===== src/rtl/decode_ctrl_stage.sv =====
// decode_ctrl_stage: single-entry registered RV32I(+M) decode/control stage.
//   clk_i, rst_ni         : clock, asynchronous active-low reset
//   instr_i, valid_i      : upstream instruction word and valid
//   ready_o               : upstream ready (stalls on a load-use hazard)
//   valid_o, ready_i      : downstream handshake for the held entry
//   flush_i               : discards the held entry, drops any incoming word
//   imm_sel_o .. illegal_o: registered decode/control fields of the held entry
//   rd_o, rs1_o, rs2_o    : register fields of the held entry
//   illegal_cnt_o         : saturating count of illegal entries sent downstream
module decode_ctrl_stage #(
  parameter bit          M_EXT = 1'b1,
  parameter int unsigned CNT_W = 8
) (
  input  logic             clk_i,
  input  logic             rst_ni,
  input  logic [31:0]      instr_i,
  input  logic             valid_i,
  output logic             ready_o,
  output logic             valid_o,
  input  logic             ready_i,
  input  logic             flush_i,
  output logic [2:0]       imm_sel_o,
  output logic [4:0]       alu_op_o,
  output logic [3:0]       br_type_o,
  output logic [3:0]       read_write_o,
  output logic             reg_w_en_o,
  output logic             is_load_o,
  output logic             is_mem_o,
  output logic             muldiv_o,
  output logic             illegal_o,
  output logic [4:0]       rd_o,
  output logic [4:0]       rs1_o,
  output logic [4:0]       rs2_o,
  output logic [CNT_W-1:0] illegal_cnt_o
);

  localparam logic [6:0] OPC_LUI    = 7'b0110111;
  localparam logic [6:0] OPC_AUIPC  = 7'b0010111;
  localparam logic [6:0] OPC_JAL    = 7'b1101111;
  localparam logic [6:0] OPC_JALR   = 7'b1100111;
  localparam logic [6:0] OPC_BRANCH = 7'b1100011;
  localparam logic [6:0] OPC_LOAD   = 7'b0000011;
  localparam logic [6:0] OPC_STORE  = 7'b0100011;
  localparam logic [6:0] OPC_OPIMM  = 7'b0010011;
  localparam logic [6:0] OPC_OP     = 7'b0110011;

  typedef struct packed {
    logic [2:0] imm_sel;
    logic [4:0] alu_op;
    logic [3:0] br_type;
    logic [3:0] read_write;
    logic       reg_w_en;
    logic       is_load;
    logic       is_mem;
    logic       muldiv;
    logic       illegal;
  } dec_t;

  logic [6:0] opcode;
  logic [2:0] funct3;
  logic [6:0] funct7;
  logic [4:0] rd_f;
  logic [4:0] rs1_f;
  logic [4:0] rs2_f;
  logic       legal;
  logic       writes;
  logic       shift;
  dec_t       dec;
  logic       rs1_used;
  logic       rs2_used;
  logic       hazard;

  assign opcode = instr_i[6:0];
  assign funct3 = instr_i[14:12];
  assign funct7 = instr_i[31:25];
  assign rd_f   = instr_i[11:7];
  assign rs1_f  = instr_i[19:15];
  assign rs2_f  = instr_i[24:20];
  assign shift  = (funct3 == 3'd1) || (funct3 == 3'd5);

  always_comb begin
    dec    = '0;
    legal  = 1'b0;
    writes = 1'b0;
    case (opcode)
      OPC_LUI, OPC_AUIPC: begin
        legal       = 1'b1;
        writes      = 1'b1;
        dec.imm_sel = 3'd4;
      end
      OPC_JAL: begin
        legal       = 1'b1;
        writes      = 1'b1;
        dec.imm_sel = 3'd5;
        dec.br_type = 4'd1;
      end
      OPC_JALR: begin
        legal       = (funct3 == 3'd0);
        writes      = 1'b1;
        dec.imm_sel = 3'd1;
        dec.br_type = 4'd2;
      end
      OPC_BRANCH: begin
        legal       = (funct3 != 3'd2) && (funct3 != 3'd3);
        dec.imm_sel = 3'd3;
        dec.br_type = {1'b1, funct3};
      end
      OPC_LOAD: begin
        legal          = funct3 inside {3'd0, 3'd1, 3'd2, 3'd4, 3'd5};
        writes         = 1'b1;
        dec.imm_sel    = 3'd1;
        dec.read_write = {1'b1, funct3};
        dec.is_mem     = 1'b1;
        dec.is_load    = 1'b1;
      end
      OPC_STORE: begin
        legal       = (funct3 <= 3'd2);
        dec.imm_sel = 3'd2;
        dec.is_mem  = 1'b1;
        case (funct3)
          3'd0:    dec.read_write = 4'b1011;
          3'd1:    dec.read_write = 4'b1110;
          default: dec.read_write = 4'b1111;
        endcase
      end
      OPC_OPIMM: begin
        writes      = 1'b1;
        dec.imm_sel = shift ? 3'd6 : 3'd1;
        dec.alu_op  = {funct3, shift & funct7[5], 1'b0};
        if (funct3 == 3'd1)      legal = (funct7 == 7'b0000000);
        else if (funct3 == 3'd5) legal = (funct7 == 7'b0000000) || (funct7 == 7'b0100000);
        else                     legal = 1'b1;
      end
      OPC_OP: begin
        writes     = 1'b1;
        dec.alu_op = {funct3, funct7[5], funct7[0]};
        case (funct7)
          7'b0000000: legal = 1'b1;
          7'b0100000: legal = (funct3 == 3'd0) || (funct3 == 3'd5);
          7'b0000001: begin
            legal      = M_EXT;
            dec.muldiv = M_EXT;
          end
          default:    legal = 1'b0;
        endcase
      end
      default: legal = 1'b0;
    endcase
    // An illegal word carries no control side effects at all.
    if (!legal) begin
      dec         = '0;
      dec.illegal = 1'b1;
    end else begin
      dec.reg_w_en = writes && (rd_f != 5'd0);
    end
  end

  // Source usage is judged from the opcode alone, so even illegal words
  // stall conservatively behind a pending load.
  assign rs1_used = !(opcode inside {OPC_LUI, OPC_AUIPC, OPC_JAL});
  assign rs2_used = opcode inside {OPC_BRANCH, OPC_STORE, OPC_OP};

  assign hazard = valid_o && is_load_o && (rd_o != 5'd0) && valid_i &&
                  ((rs1_used && (rs1_f == rd_o)) || (rs2_used && (rs2_f == rd_o)));

  assign ready_o = (!valid_o || ready_i) && !hazard;

  always_ff @(posedge clk_i or negedge rst_ni) begin
    if (!rst_ni) begin
      valid_o       <= 1'b0;
      imm_sel_o     <= '0;
      alu_op_o      <= '0;
      br_type_o     <= '0;
      read_write_o  <= '0;
      reg_w_en_o    <= 1'b0;
      is_load_o     <= 1'b0;
      is_mem_o      <= 1'b0;
      muldiv_o      <= 1'b0;
      illegal_o     <= 1'b0;
      rd_o          <= '0;
      rs1_o         <= '0;
      rs2_o         <= '0;
      illegal_cnt_o <= '0;
    end else begin
      if (valid_o && ready_i && !flush_i && illegal_o && (illegal_cnt_o != '1))
        illegal_cnt_o <= illegal_cnt_o + CNT_W'(1);

      if (flush_i) begin
        valid_o <= 1'b0;
      end else if (valid_i && ready_o) begin
        valid_o <= 1'b1;
        {imm_sel_o, alu_op_o, br_type_o, read_write_o,
         reg_w_en_o, is_load_o, is_mem_o, muldiv_o, illegal_o} <= dec;
        rd_o  <= rd_f;
        rs1_o <= rs1_f;
        rs2_o <= rs2_f;
      end else if (ready_i) begin
        valid_o <= 1'b0;
      end
    end
  end

endmodule


===== config.mk =====
export PLATFORM = sky130hd
export DESIGN_NAME = decode_ctrl_stage
export DESIGN_NICKNAME = d
export VERILOG_FILES = /design/src/rtl/decode_ctrl_stage.sv
export SDC_FILE = /design/constraint.sdc
export NUM_CORES = 1
export LEC_CHECK = 0
export ABC_AREA = 1
export ABC_CLOCK_PERIOD_IN_PS = 1600
export BUFFER_PORTS_ARGS = -buffer_cell sky130_fd_sc_hd__buf_4
export CORE_MARGIN = 5
export CORE_UTILIZATION = 35
export DETAILED_ROUTE_END_ITERATION = 8
export SYNTH_ARGS = -nofsm -noshare
export SYNTH_HDL_FRONTEND = slang
export SYNTH_SLANG_ARGS = --single-unit
export TNS_END_PERCENT = 10

===== constraint.sdc =====
create_clock -name clk_i -period 1.6 [get_ports clk_i]
set_input_delay 0.16 -clock clk_i [delete_from_list [all_inputs] [get_ports clk_i]]
set_output_delay 0.16 -clock clk_i [all_outputs]
set_load 0.005 [all_outputs]

==> results of run 1 <==
-- final cells by class --
cell class,count,area [µm²],share of cell area
multi-input cells,227,1250,0.350
flip-flops and latches,44,1100,0.310
repair buffers,104,846,0.237
inverters,33,124,0.0347
well taps,99,124,0.0347
clock buffers,6,82.6,0.0231
clock inverters,2,38.8,0.0109
-- metrics by stage --
step / setup TNS, ns / instances / power (mW) / util
2_1_floorplan: 0 / 313 / 1.62 / -
3_3_place_gp: -0.597 / 501 / 2.00 / 0.468
3_5_place_dp: -0.742 / 501 / 2.00 / 0.468
4_1_cts: -0.290 / 513 / 2.93 / 0.493
5_1_grt: -3.76 / 515 / 3.11 / 0.500
6_report: -0.214 / 515 / 2.92 / 0.500
-- layout by cell type (no fill, tap or decap), drive strengths merged --
cell         count
mux2             1
xor2             7
nor4             1
nor3b            1
dfrtp           44
clkinv           1
dlygate4sd3      1
ha               1
nand2          102
xnor2            7
nor3             1
o22ai            3
nand4            6
a21boi           1
clkbuf           7
o21ai           30
nor2            30
or2              1
buf            102
a21oi            7
nand3           28
bufinv           1
inv             33
-- worst max-delay path by stage --
| stage | from | to | slack, ns | cells after the start |
|---|---|---|---|---|
| 2_1_floorplan | illegal_cnt_o[0]$_DFFE_PN0P_ | illegal_cnt_o[6]$_DFFE_PN0P_ | 0.19 | 8 |
| 3_3_place_gp | instr_i[0] | muldiv_o$_DFFE_PN0P_ | -0.10 | 12 |
| 3_5_place_dp | instr_i[0] | muldiv_o$_DFFE_PN0P_ | -0.11 | 12 |
| 4_1_cts | rd_o[4]$_DFFE_PN0P_ | ready_o | -0.05 | 7 |
| 5_1_grt | rd_o[1]$_DFFE_PN0P_ | ready_o | -0.15 | 9 |
| 6_report | rd_o[1]$_DFFE_PN0P_ | ready_o | -0.04 | 9 |
-- power by group --
| group | switching [mW] | internal [mW] |
|---|---|---|
| clock | 0.392 | 0.511 |
| combinational | 0.317 | 0.381 |
| sequential | 0.103 | 1.22 |
-- what timing repair did --
action,in CTS,in global routing
resized for setup,6,8
pin swaps,5,3
hold buffers,1,0
endpoints found under the setup margin,28,39
cloned,1,1
hold endpoints to repair,44,0
setup buffers,2,1
-- registers in the layout (all words and copies together), names as in the netlist --
register / count
is_load_o: 1
rs2_o: 5
muldiv_o: 1
illegal_cnt_o: 8
reg_w_en_o: 1
illegal_o: 1
read_write_o: 4
rs1_o: 5
br_type_o: 4
rd_o: 5
imm_sel_o: 3
alu_op_o: 5
valid_o: 1
-- cells by family (layout without fill, tap and decap cells) --
group	count (synthesis)	after routing	synth area share
compound gates	41	41	0.122
xor+xnor	14	14	0.0484
fa+ha+maj	1	1	0.00494
buf+inv	43	145	0.0860
flops	44	44	0.435
mux	1	1	0.00445
simple gates	169	170	0.299
-- per-layer routing --
| metal | share of wire | track usage | up-vias |
|---|---|---|---|
| met3 | 0.043 | 0.0292 | 6 |
| met1 | 0.47 | 0.201 | 1060 |
| met2 | 0.47 | 0.236 | 60 |
| met5 | 0 | 0 | - |
| li1 | - | - | 1200 |
| met4 | 0.013 | 0.0469 | 0 |
==> results.md, run 1 <==
* Final Hold Viols at 0
* Post-Syn Area per Cell at just over 8 µm²
* ANT nets after route at 0
* Yosys top cell area share at 0.435
* Critical R2R Capture: muldiv_o$_DFFE_PN0P_
* Kind of critical path: reg2out
* CTS Root Cell: clkbuf_8
* Final min period at about 1.6 ns
* Post-synthesis async set-or-reset flop share at 1.00
* Peak Freq at 610 MHz
* Yosys Warn Count at 0
* Pre-antenna DRT Iters at 4
* # nets final at about 450
* GP Congestion at about 0.89
* Core Region at slightly above 7000 µm²
* Worst-Margin Slew at between 0.5 and 0.6 ns
* CP Max Fanout at 4
* Clk_lat worst skew at a little under 0.3 ns
* Die span in x at about 95 µm
* Max-Cap Viols at 0
* Slew margin rel. at 0.628
* Status: complete, but fails checks
* Hold slack final at between 0.06 and 0.07 ns
* Post-synth EDFFs at 0
* RR Startpoint: rd_o[1]$_DFFE_PN0P_
* Buffers on Ports at 82
* Residual DRC at 0
* Antenna violations before repair at 0
* DRT Wirelength at about 6.6 mm
* TritonCTS Sinks at between 40 and 50
* Total GRT Usage at 0.148
* Worst-path clk slew at about 0.09 ns
* Synth top area cells: dfrtp_1 43%, nand2_1 14%, o21ai_2 8.6%, nand3_1 4.5%, inv_1 4.3%
* Failing checks: negative setup slack
* WP data required at roughly 1.4 ns
* Peak supply drop at between 0.2 and 0.3 mV
* Final setup violation count at 15
* Total leakage power at between 1.5 and 2 nW
* Layout cell share with drive strength beyond 1 at 0.404
* Critical path's top delay family: simple AND/OR/NAND/NOR gates
* Min-delay worst type: in2reg
* Tcrit/Tclk final at 1.02
* IO Count at just over 80
* Cell Pwr Density at a little over 800 nW/µm²
* Dominant synthesized flop cell: dfrtp_1
* Nature of the critical path startpoint: register
* Post-Syn Nets at roughly 350
* Total clock buffers created by CTS at 5
* Clock Path Buffers at 2
* Most numerous cell in the Yosys netlist: nand2_1
* DR vias/cell at roughly 4.5
* CP arrival at approximately 1.5 ns
* Initial core utilization at 0.355
* RSZ-0062 raised after global routing: yes
* FF+latch count, synth at 44
* Reg2Reg Setup Slack at -0.03 ns
* Area after DPL at between 3000 and 4000 µm²
* Final Worst Setup Slack at -0.0400 ns
* Remaining global-route overflow at 0
* Hold path cells at 2
* Critical path's slowest cell: dfrtp_1
* Cell area after layout at between 3000 and 4000 µm²
* Filler Cell Count at 717
* Most instantiated cells after synthesis: 97 x nand2_1, 44 x dfrtp_1, 29 x inv_1
* Clk_skew at between 0.009 and 0.01 ns
* Beginning of the worst hold path: flush_i
* Rows at 31
* Pre-CTS WS at -0.106 ns
* CTS tree: done
* Critical Path, Cell by Cell: inv_1 -> nand2_1 -> nand2_1 -> nand3_1 -> nor2_1 -> nand3_1 -> nand2_2 -> a21boi_4 -> buf_6
* Die area at about 9000 µm²
* Dpl hpwl at 5.19 mm
* Worst R2R Path Depth at 12
* DRT iter0 DRCs at 101
* Syn Std Cell Area at around 2500 µm²
* Sequential share of the synthesized area at 0.435
* Critical path buffers and inverters at 2
* Synth cell types at 28
* Die Y at between 90 and 100 µm
* Largest stage delay on the critical path at roughly 0.42 ns
* Inserted Diodes at 0
* Mapped Cells at approximately 310
* Dominant cell type by area after synthesis: dfrtp_1
* Routed len/inst at between 10 and 15 µm
* Largest net degree at the start of global routing at 45
* Synthesis-to-finish area growth at 40.9%
* Hold path endpoint: valid_o$_DFFE_PN0P_
* Max-slew violations at 0
* Worst Setup End Kind: output pin
* First-pass GRT wire length at approximately 11 mm
* Max H-tree Level at 2
* Vias in the first global route at 2,200
* Routed via count at between 2k and 2.5k
(Power assumes the default switching activity.)
==> run 2: changes to the inputs <==
==> constraint.sdc (replaced) <==
create_clock -name clk_i -period 1.6 [get_ports clk_i]
set_input_delay 0.08 -clock clk_i [delete_from_list [all_inputs] [get_ports clk_i]]
set_output_delay 0.08 -clock clk_i [all_outputs]
set_load 0.005 [all_outputs]
==> run 2 against run 1 <==
Compared with the run above: clock power is 25% lower; clock-buffer cell count unchanged; non-clock buffer count is 5 lower; global-route usage rose by 0.38 points; register-to-register slack worse by 0.02 ns; cell area shrank 2.2%; sequential power about the same; the run still ends with negative setup slack left; fmax fell by 0.35%; clock skew fell by 0.00059 ns; die area unchanged; worst setup slack got worse by 0.0058 ns; sequential cell count stayed put; largest power group unchanged.
==> results.md, run 2 (synthesized netlist as in run 1, its figures left out) <==
* GP Congestion at approximately 0.91
* Initial core utilization at 0.355
* DR vias/cell at between 4 and 5
* RSZ-0062 raised after global routing: yes
* Pre-antenna DRT Iters at 4
* Rows at 31
* Clock Path Buffers at 2
* CP arrival at approximately 1.8 ns
* Inserted Diodes at 0
* Critical R2R Capture: muldiv_o$_DFFE_PN0P_
* Post-layout util at 0.489
* DRT Wirelength at 6.73 mm
* Peak supply drop at around 0.3 mV
* Synthesis-to-finish area growth at 37.8%
* Max reg flops at 8
* Tcrit/Tclk final at 1.03
* Nature of the critical path startpoint: register
* Routed via count at approximately 2.3k
* Dpl hpwl at around 5.1 mm
* CTS tree: done
* Cell Pwr Density at roughly 770 nW/µm²
* Die Y at 95.1 µm
* Total Negative Setup Slacks at -0.764 ns
* Hold path endpoint: valid_o$_DFFE_PN0P_
* Total power at between 2 and 3 mW
* Most frequent cells in the layout: 93 x buf_4, 82 x nand2_1, 40 x dfrtp_1
* Residual DRC at 0
* TritonCTS Sinks at 44
* Worst-Margin Slew at between 0.5 and 0.6 ns
* Status: complete, but fails checks
* Footprint of the multi-input gates at about 1300 µm²
* Remaining global-route overflow at 0
* Final min period at 1.65 ns
* Worst R2R Path Depth at 10
* Die span in x at roughly 95 µm
* Failing checks: negative setup slack
* Biggest register: illegal_cnt_o
* Reg2Reg Setup Slack at -0.05 ns
* Layout cell share with drive strength beyond 1 at 0.428
* Min-delay worst type: in2reg
* RR Startpoint: rd_o[4]$_DFFE_PN0P_
* # nets final at 447
* Final Hold Viols at 0
* Total clock buffers created by CTS at 5
* Clk_skew at just under 0.009 ns
* Total leakage power at 1.79 nW
* Core Region at approximately 7100 µm²
* Worst Setup End Kind: register
* Routed len/inst at between 10 and 15 µm
* Hold path cells at 2
* Final Worst Setup Slack at -0.0458 ns
* Max-slew violations at 0
* CP Max Fanout at 26
* WP data required at ~1.8 ns
* Buffers on Ports at 82
* CTS Root Cell: clkbuf_8
* Max H-tree Level at 2
* Peak Freq at approximately 600 MHz
* Slew margin rel. at 0.618
* Clk_lat worst skew at a little under 0.3 ns
* Total GRT Usage at 0.152
* ANT nets after route at 0
* Final setup violation count at 31
* Most common cell after layout, fill and taps aside: buf_4
* IO Count at a little over 80
* Sequential cell area at around 1100 µm²
* Worst-path clk slew at 0.09 ns
* Antenna violations before repair at 0
* First-pass GRT wire length at ~11 mm
* Filler Cell Count at approximately 750
* Die area at about 9000 µm²
* DRT iter0 DRCs at 127
* Beginning of the worst hold path: flush_i
* Largest net degree at the start of global routing at 45
* Kind of critical path: reg2reg
* Vias in the first global route at 2,257
* Max-Cap Viols at 0
run 2: routing by layer:
metal	routed length [µm]	global-route usage
met1	3120	0.214
met2	3150	0.234
met3	336	0.0308
met4	121	0.0445
met5	0	0
run 2: layout make-up:
cell class	count	area share
Inverter	33	0.0355
Timing Repair Buffer	99	0.227
Clock buffer	6	0.0208
Multi-Input combinational cell	226	0.363
Sequential cell	44	0.317
Tap cell	99	0.0355
Clock inverter	1	0.00143
run 2: power breakdown:
part	internal, mW	switching, mW
logic	0.371	0.321
registers	1.22	0.106
clock network	0.298	0.381
run 2: critical path, stage by stage, from the launching register on:
cell and delay [ns]:
dfrtp_2 0.45, nor3_2 0.20, nand3_1 0.10, nand4_1 0.10, inv_2 0.05, buf_4 0.13, nand2_2 0.08, nand3_4 0.10
buf_12 0.19, nand2_1 0.08, o21ai_2 0.05
run 2: repair_timing:
item | in CTS | in global routing
hold endpoints to repair | 44 | 0
gates resized for setup | 22 | 6
pin swaps | 7 | 1
buffers inserted | 8 | 0
gates cloned | 0 | 0
hold buffers | 1 | 0
endpoints found under the setup margin | 6 | 40
run 2: worst max path at each step:
| stage | start | endpoint | slack (ns) | cells past startpoint |
|---|---|---|---|---|
| finish | rd_o[4]$_DFFE_PN0P_ | muldiv_o$_DFFE_PN0P_ | -0.05 | 10 |
| global route | rd_o[4]$_DFFE_PN0P_ | rs2_o[0]$_DFFE_PN0P_ | -0.14 | 10 |
| CTS | rd_o[4]$_DFFE_PN0P_ | ready_o | -0.05 | 7 |
| detailed placement | rd_o[1]$_DFFE_PN0P_ | valid_o$_DFFE_PN0P_ | 0.01 | 11 |
| global placement | rd_o[1]$_DFFE_PN0P_ | valid_o$_DFFE_PN0P_ | 0.01 | 11 |
| floorplan | illegal_cnt_o[0]$_DFFE_PN0P_ | illegal_cnt_o[6]$_DFFE_PN0P_ | 0.19 | 8 |
run 2: through the flow:
stage,std cells,setup slack [ns],hold WS (ns),instance area [µm²]
2_1_floorplan,313,0.189,-0.216,2530
3_3_place_gp,492,0.0121,0.118,3280
3_5_place_dp,492,0.0110,0.121,3280
4_1_cts,508,-0.0514,0.00741,3470
5_1_grt,508,-0.137,0.0106,3490
6_report,508,-0.0458,0.0111,3490
